$ cat src/rtl/imem_loader.sv
// imem_loader: receives a length-prefixed, XOR-checksummed byte image and writes
// it as little-endian 32-bit words into instruction memory, holding the core in reset until verified.
`default_nettype none

module imem_loader #(
  parameter int ADDR_WIDTH = 8
) (
  input  logic                  clk,
  input  logic                  reset,
  input  logic [7:0]            rx_data,
  input  logic                  rx_valid,
  output logic                  rx_ready,
  input  logic                  reload,
  output logic                  mem_we,
  output logic [ADDR_WIDTH-1:0] mem_addr,
  output logic [31:0]           mem_wdata,
  output logic                  core_reset,
  output logic                  done,
  output logic                  error
);

  typedef enum logic [2:0] {
    IDLE   = 3'd0,
    LEN_LO = 3'd1,
    LEN_HI = 3'd2,
    DATA   = 3'd3,
    CHECK  = 3'd4,
    RUN    = 3'd5,
    ERR    = 3'd6
  } state_t;

  localparam logic [16:0] CAPACITY = 17'(1) << ADDR_WIDTH;

  state_t      state;
  state_t      state_nxt;
  logic        started;
  logic [7:0]  csum;
  logic [7:0]  len_lo;
  logic [15:0] len;
  logic [16:0] word_cnt;
  logic [1:0]  byte_cnt;
  logic [23:0] partial;

  logic        accept;
  logic [15:0] len_rx;
  logic        last_byte;
  logic        last_word;

  assign accept    = rx_valid && rx_ready;
  assign len_rx    = {rx_data, len_lo};
  assign last_byte = (byte_cnt == 2'd3);
  assign last_word = ((word_cnt + 17'd1) == {1'b0, len});

  // Status outputs decode the state register directly, so they move on the transition edge.
  assign rx_ready   = (state == LEN_LO) || (state == LEN_HI) || (state == DATA) || (state == CHECK);
  assign done       = (state == RUN);
  assign error      = (state == ERR);
  assign core_reset = (state != RUN);

  // started delays the first IDLE exit by one edge after reset release.
  always_ff @(posedge clk or negedge reset) begin
    if (!reset) begin
      state   <= IDLE;
      started <= 1'b0;
    end else begin
      state   <= state_nxt;
      started <= 1'b1;
    end
  end

  always_comb begin
    state_nxt = state;
    case (state)
      IDLE:   if (started) state_nxt = LEN_LO;
      LEN_LO: if (accept) state_nxt = LEN_HI;
      LEN_HI: begin
        if (accept) begin
          if ({1'b0, len_rx} > CAPACITY) state_nxt = ERR;
          else if (len_rx == 16'd0)      state_nxt = CHECK;
          else                           state_nxt = DATA;
        end
      end
      DATA:   if (accept && last_byte && last_word) state_nxt = CHECK;
      CHECK:  if (accept) state_nxt = (rx_data == csum) ? RUN : ERR;
      RUN:    if (reload) state_nxt = IDLE;
      ERR:    if (reload) state_nxt = IDLE;
      default: state_nxt = IDLE;
    endcase
  end

  always_ff @(posedge clk or negedge reset) begin
    if (!reset) begin
      csum      <= 8'd0;
      len_lo    <= 8'd0;
      len       <= 16'd0;
      word_cnt  <= 17'd0;
      byte_cnt  <= 2'd0;
      partial   <= 24'd0;
      mem_we    <= 1'b0;
      mem_addr  <= '0;
      mem_wdata <= 32'd0;
    end else begin
      mem_we <= 1'b0;
      case (state)
        IDLE: begin
          csum     <= 8'd0;
          word_cnt <= 17'd0;
          byte_cnt <= 2'd0;
        end
        LEN_LO: begin
          if (accept) begin
            csum   <= csum ^ rx_data;
            len_lo <= rx_data;
          end
        end
        LEN_HI: begin
          if (accept) begin
            csum <= csum ^ rx_data;
            len  <= len_rx;
          end
        end
        DATA: begin
          if (accept) begin
            csum     <= csum ^ rx_data;
            byte_cnt <= byte_cnt + 2'd1;
            if (last_byte) begin
              mem_we    <= 1'b1;
              mem_addr  <= word_cnt[ADDR_WIDTH-1:0];
              mem_wdata <= {rx_data, partial};
              word_cnt  <= word_cnt + 17'd1;
            end else begin
              // Shift in from the top so the first byte ends up in bits [7:0].
              partial <= {rx_data, partial[23:8]};
            end
          end
        end
        default: ;
      endcase
    end
  end

endmodule

`default_nettype wire

$ cat config.mk
export PLATFORM = sky130hd
export DESIGN_NAME = imem_loader
export DESIGN_NICKNAME = d
export VERILOG_FILES = /design/src/rtl/imem_loader.sv
export SDC_FILE = /design/constraint.sdc
export NUM_CORES = 1
export LEC_CHECK = 0
export ABC_CLOCK_PERIOD_IN_PS = 7260
export BUFFER_PORTS_ARGS = -buffer_cell sky130_fd_sc_hd__buf_2
export CAP_MARGIN = 0
export CORE_MARGIN = 5
export CORE_UTILIZATION = 50
export CTS_CLUSTER_SIZE = 40
export DETAILED_ROUTE_END_ITERATION = 6
export GPL_ROUTABILITY_DRIVEN = 1
export PLACE_DENSITY = 0.69
export SKIP_LAST_GASP = 1
export SLEW_MARGIN = 20
export SYNTH_ARGS = -nofsm -noshare
export SYNTH_HDL_FRONTEND = slang
export SYNTH_SLANG_ARGS = --single-unit
$ cat constraint.sdc
create_clock -name clk -period 7.26 [get_ports clk]
set_input_delay 0.363 -clock clk [delete_from_list [all_inputs] [get_ports clk]]
set_output_delay 0.363 -clock clk [all_outputs]
set_load 0.05 [all_outputs]
==> Word-level counts from Yosys, hierarchy flattened <==
Index checks and enable logic that the tools add are counted.
{ "totals": {"in_bits": 12, "elab_cells": 75, "register_bits": 120} }
{ "classes": {"add_sub_neg": 2, "muxes": 20, "magnitude_cmp": 1, "n_reduce_logical": 20, "bitwise_logic": 2, "n_eq_ne": 19} }
{ "op_table": {"columns": ["op", "n"], "rows": [
  ["$mux W17", 2],
  ["$pmux W17 S2", 1],
  ["$mux W3", 8],
  ["$pmux W3 S6", 1],
  ["$add A17 B1 Y17 const B", 1],
  ["$eq A17 B16 Y1", 1],
  ["$gt A16 B9 Y1 const B", 1],
  ["$logic_not A16 Y1", 1],
  ["$pmux W8 S2", 1],
  ["$ne A2 B2 Y1 const B", 6],
  ["$eq A3 B3 Y1 const B", 3],
  ["$reduce_and A3 Y1", 3],
  ["$eq A8 B8 Y1", 1],
  ["$mux W8", 1],
  ["$reduce_and A2 Y1", 4],
  ["$xor A8 B8 Y8", 1],
  ["$eq A3 B2 Y1 const B", 2],
  ["$ne A2 B1 Y1 const B", 3],
  ["$reduce_and A6 Y1", 1],
  ["$mux W2", 2],
  ["$pmux W2 S2", 1],
  ["$reduce_bool A2 Y1", 2],
  ["$eq A3 B1 Y1 const B", 1],
  ["$logic_and A1 B1 Y1", 3],
  ["9 further kinds", 13]
]} }

==> Logic depth before layout (Yosys ltp) <==
{ "logic_depth": {"ltp_word": 9, "mapped_depth": 8, "ltp_nobuf": 7} }

==> Least setup slack after synthesis <==
Ideal clock, no wire load.
{ "synth_timing": {"path_type": "reg2reg", "from": "register state[0]", "to": "register state[2]", "t_required_ns": 7.194, "synth_period_minus_slack_ns": 2.605, "arrival_ns": 2.538, "stages_incl_launch_ff": 8, "slack_ns": 4.655, "cell_sequence": "dfrtp_1 clkbuf_1 nor2_1 xnor2_1 nor4b_1 o2111ai_1 nor4_2 a221o_1"} }
{ "synth_via": {"elab_chain_cells": 9, "elab_cells_between_ends": 22, "cone_classes": "12 x eq/ne; 1 x mux; 9 x reduce/logical"} }
{ "synth_lines": {"columns": ["item", "line", "text"], "rows": [
  ["start, declared", "34", "state_t state;"],
  ["start signal, assigned", "66", "state <= state_nxt;"],
  ["$eq A3 B1 Y1 / $eq A3 B2 Y1 (equally long branches)", "55", "assign rx_ready = (state == LEN_LO) || (state == LEN_HI) || (state == DATA) || (state == CHECK);"],
  ["$logic_or A1 B1 Y1 (2 in a row)", "55", null],
  ["$logic_or A1 B1 Y1 (*)", "55", null],
  ["named net rx_ready", "12", "output logic rx_ready,"],
  ["$logic_and A1 B1 Y1 (*)", "49", "assign accept = rx_valid && rx_ready;"],
  ["$logic_and A1 B1 Y1 (2 in a row)", "83", "DATA: if (accept && last_byte && last_word) state_nxt = CHECK;"],
  ["$ne A2 B1 Y1 (no source line)", null, null],
  ["$reduce_and A6 Y1 (no source line) (*)", null, null]
]} }
The timed path passes the listed nets; every way through them passes the cells marked *.
A chain may end at the register's enable or synchronous reset.

==> Worst setup path after layout <==
{ "layout_timing": {"from": "register state[2]", "to": "register word_cnt[13]"} }
{ "layout_via": {"elab_chain_cells": 7, "elab_cells_between_ends": 14, "cone_classes": "6 x eq/ne; 1 x mux; 7 x reduce/logical"} }
{ "layout_lines": {"columns": ["item", "line", "text"], "rows": [
  ["$eq A3 B1 Y1 / $eq A3 B2 Y1 (equally long branches)", "55", null],
  ["$logic_or A1 B1 Y1 (3 in a row)", "55", null],
  ["$logic_and A1 B1 Y1", "49", null],
  ["$ne A2 B2 Y1 (no source line)", null, null],
  ["$reduce_and A3 Y1 (no source line)", null, null],
  ["end signal, assigned", "130", "word_cnt <= word_cnt + 17'd1;"],
  ["end, declared", "40", "logic [16:0] word_cnt;"]
]} }
Several ways; a longest one is shown, not always the timed one.

==> results.tsv <==
stage	metric	value	unit
power	Cell Int Power	1.64	mW
power	power share of the combinational group	0.277	
detailed_routing	drt drc	0	
cells_and_area	flip-flop and latch area	0.00300	mm2
synth	top_reg_cell synth	dfrtp_1	
synth	Mean Syn Cell Area	9.98	um2
power	Clock power frac	0.307	
cts	TritonCTS clock tree	yes	
placement	GP Congestion	0.905	
setup_path	worst path arrival time	3.49	ns
synth	asr flop ratio synth	1.00	
floorplan	Rows	39	
synth	XOR/XNOR share of the synthesized area	0.0452	
setup_path	critical path peak fanout	63	
hold_path	Hold Crit Class	input port to asynchronous set/reset pin	
sta	worst clock skew	0.00922	ns
floorplan	die area	0.0139	mm2
setup_path	crit start category	flip-flop	
synth	#FFs+latches synth	120	
power	Sw Ratio	0.338	
sta	minimum clock period	3.20	ns
power	Lkg Pwr	3.18	nW
synth	Mapped Nets	597	
cts	Clock Path Buffers	2	
setup_path	Critical R2R Capture	word_cnt[13]$_DFFE_PN0P_	
cts	Sink Count	120	
cts	H-tree Lvls	4	
detailed_routing	Detail Route Antenna Nets	0	
flow_run	Max-cap violations	0	
detailed_routing	WL per Instance	17.4	um
synth	Syn Inst Count	583	
cts	count of cells resized by post-cts repair	0	
synth	largest cells by area after synthesis	dfrtp_1 (52%), nand2_1 (9.9%), mux2_2 (9.1%)	
synth	post-synth top area share	0.516	
cts	Inserted Clock Buffers	17	
synth	count leader, synth	nand2_1	
cts	setup bufs post-CTS	0	
sta	Slew @ Worst Pin	0.844	ns
power	Net Switching	838	uW
setup_path	crit path kind	flip-flop to flip-flop	
floorplan	IO Pins	57	
cts	clock slew at reported path FFs	0.05	ns
synth	Post-Synth Simple-Gate Area	0.202	
cells_and_area	# fillers	983	
detailed_routing	1st-pass router iterations	5	
placement	hpwl dp	8.85	mm
synth	synth warn	0	
synth	mux cell area share after synthesis	0.0962	
setup_path	endpoint type of the worst setup path	flip-flop	
sta	period utilisation layout	0.440	
floorplan	Die W	118	um
synth	largest family of logic cells by synthesized area	simple AND/OR/NAND/NOR gates	
cts	Hold Buf Count CTS	0	
detailed_routing	DRT iter0 DRCs	307	
cells_and_area	footprint of the multi-input gates	0.00261	mm2
status	status	complete, no violations	
power	power per cell area	371	mW/mm2
cells_and_area	Antenna diodes	0	
sta	fmax	0.313	GHz
sta	Slew Viols, Final	0	
cells_and_area	nets@finish	637	
grt	largest net degree at the start of global routing	64	
synth	Adder-Cell Fraction of Synth Area	0.00430	
setup_path	reg2reg path depth	8	
setup_path	setup slack, reg-to-reg	4.06	ns
setup_path	Crit path required time	7.55	ns
power	total power	2.48	mW
power	Worst VDD drop	0.000249	V
detailed_routing	Routed WL	13.5	mm
synth	post-synthesis compound-gate area fraction	0.0977	
sta	Worst slew margin	0.437	
cells_and_area	share of layout cells above drive strength 1	0.243	
sta	RSZ-0062 raised after global routing	false	
grt	first-pass GRT wire length	22.6	mm
detailed_routing	routed via count	4457	
sta	setup_tns	0	ns
power	Reg power frac	0.416	
cts	worst skew pair latency	0.41	ns
setup_path	FF-to-FF Start	state[2]$_DFFE_PN0P_	
floorplan	die height	118	um
grt	GR Overflow Total	0	
synth	Post-synth EDFFs	0	
placement	port bufs	56	
grt	initial antenna violation count	0	
floorplan	initial core utilization	0.509	
floorplan	Core Box Area	0.0114	mm2
cts	CTS root buffer	clkbuf_16	
sta	# setup viols final	0	
synth	post-synthesis sequential area ratio	0.516	
sta	Final Hold Viols	0	
grt	all-layer global routing usage	0.200	
synth	post-synth top area cell	dfrtp_1	
sta	hold_ws	0.0297	ns
synth	Mapped Area	0.00582	mm2
grt	vias in the first global route	4416	
cells_and_area	Layout area overhead	15.1	%
synth	Synth cell types	60	
synth	Post-synth top cells	nand2_1 (153), dfrtp_1 (120), o21ai_0 (48)	
detailed_routing	DR vias/cell	5.74	
registers in the layout, indices dropped and copies added, names as in the netlist:
| name | flops |
|---|---|
| csum | 8 |
| mem_we | 1 |
| mem_addr | 8 |
| len_lo | 8 |
| word_cnt | 17 |
| state | 3 |
| mem_wdata | 32 |
| started | 1 |
| partial | 24 |
| byte_cnt | 2 |
| len | 16 |
per-layer routing:
layer  share of wire  vias to the layer above  global-route usage
met1            0.46                     2209               0.281
met5               0                        -                   0
met2            0.46                      153               0.291
met4           0.021                        0              0.0695
li1                -                     2068                   -
met3           0.061                       27              0.0678
cell families after synthesis:
logic type	after synthesis
AND/OR/NAND/NOR	234
flip-flops	120
AO/OA/AOI/OAI	94
buffers and inverters	52
multiplexers	50
XOR/XNOR	30
adder cells (fa/ha/maj)	2
other	1
worst max path at each step:
stage | startpoint | to | cells after the start | slack, ns
2_1_floorplan | state[0]$_DFFE_PN0P_ | state[2]$_DFFE_PN0P_ | 7 | 4.66
3_3_place_gp | state[2]$_DFFE_PN0P_ | word_cnt[13]$_DFFE_PN0P_ | 8 | 4.22
3_5_place_dp | state[2]$_DFFE_PN0P_ | word_cnt[13]$_DFFE_PN0P_ | 8 | 4.13
4_1_cts | state[2]$_DFFE_PN0P_ | word_cnt[13]$_DFFE_PN0P_ | 8 | 4.10
5_1_grt | state[2]$_DFFE_PN0P_ | word_cnt[13]$_DFFE_PN0P_ | 8 | 3.86
6_report | state[2]$_DFFE_PN0P_ | word_cnt[13]$_DFFE_PN0P_ | 8 | 4.06
power by group through the flow:
stage | Clock (mW) | Combinational (mW) | Sequential [mW]
after floorplan | 0 | 0.503 | 1.04
after global placement | 0 | 0.669 | 1.03
after detailed placement | 0 | 0.688 | 1.04
after CTS | 0.773 | 0.693 | 1.03
after global routing | 0.807 | 0.753 | 1.06
final | 0.762 | 0.688 | 1.03
final cells by class:
| class | count | area share |
|---|---|---|
| Clock inverter | 9 | 0.0118 |
| Multi-Input combinational cell | 411 | 0.390 |
| Sequential cell | 120 | 0.449 |
| Inverter | 12 | 0.00673 |
| Clock buffer | 20 | 0.0682 |
| Tap cell | 143 | 0.0267 |
| Timing Repair Buffer | 61 | 0.0479 |
metrics by stage:
step / cells / setup WS [ns] / cell area (um2) / utilization
CTS: 776 / 4.10 / 6690 / 0.586
detailed placement: 747 / 4.13 / 6160 / 0.539
floorplan: 583 / 4.66 / 5820 / -
finish: 776 / 4.06 / 6690 / 0.586
global route: 776 / 3.86 / 6690 / 0.586
global placement: 747 / 4.22 / 6150 / 0.539
worst max-delay path, stage by stage (launching register included):
cell and delay, ns:
dfrtp_1 0.82, and3b_1 0.29, nand3_2 0.07, buf_4 0.51, inv_1 0.58, buf_4 0.39, nand2_1 0.13, nor2_1 0.05
o22a_1 0.19
cells in the final DEF (no fill, tap or decap), types with 5 or more instances in the layout:
cell type,netlist,layout
a21oi_1,15,15
and2_1,5,5
buf_2,3,55
buf_4,5,6
clkbuf_16,0,17
clkinv_2,0,5
dfrtp_1,120,120
inv_1,12,12
mux2_2,47,47
nand2_1,153,153
nand2b_1,11,11
nand4_1,7,7
nor2_1,12,12
nor3_1,7,6
nor4_1,5,5
o21ai_0,48,48
xnor2_1,24,24
xor2_1,6,6
Power figures use the tool's default switching activity.
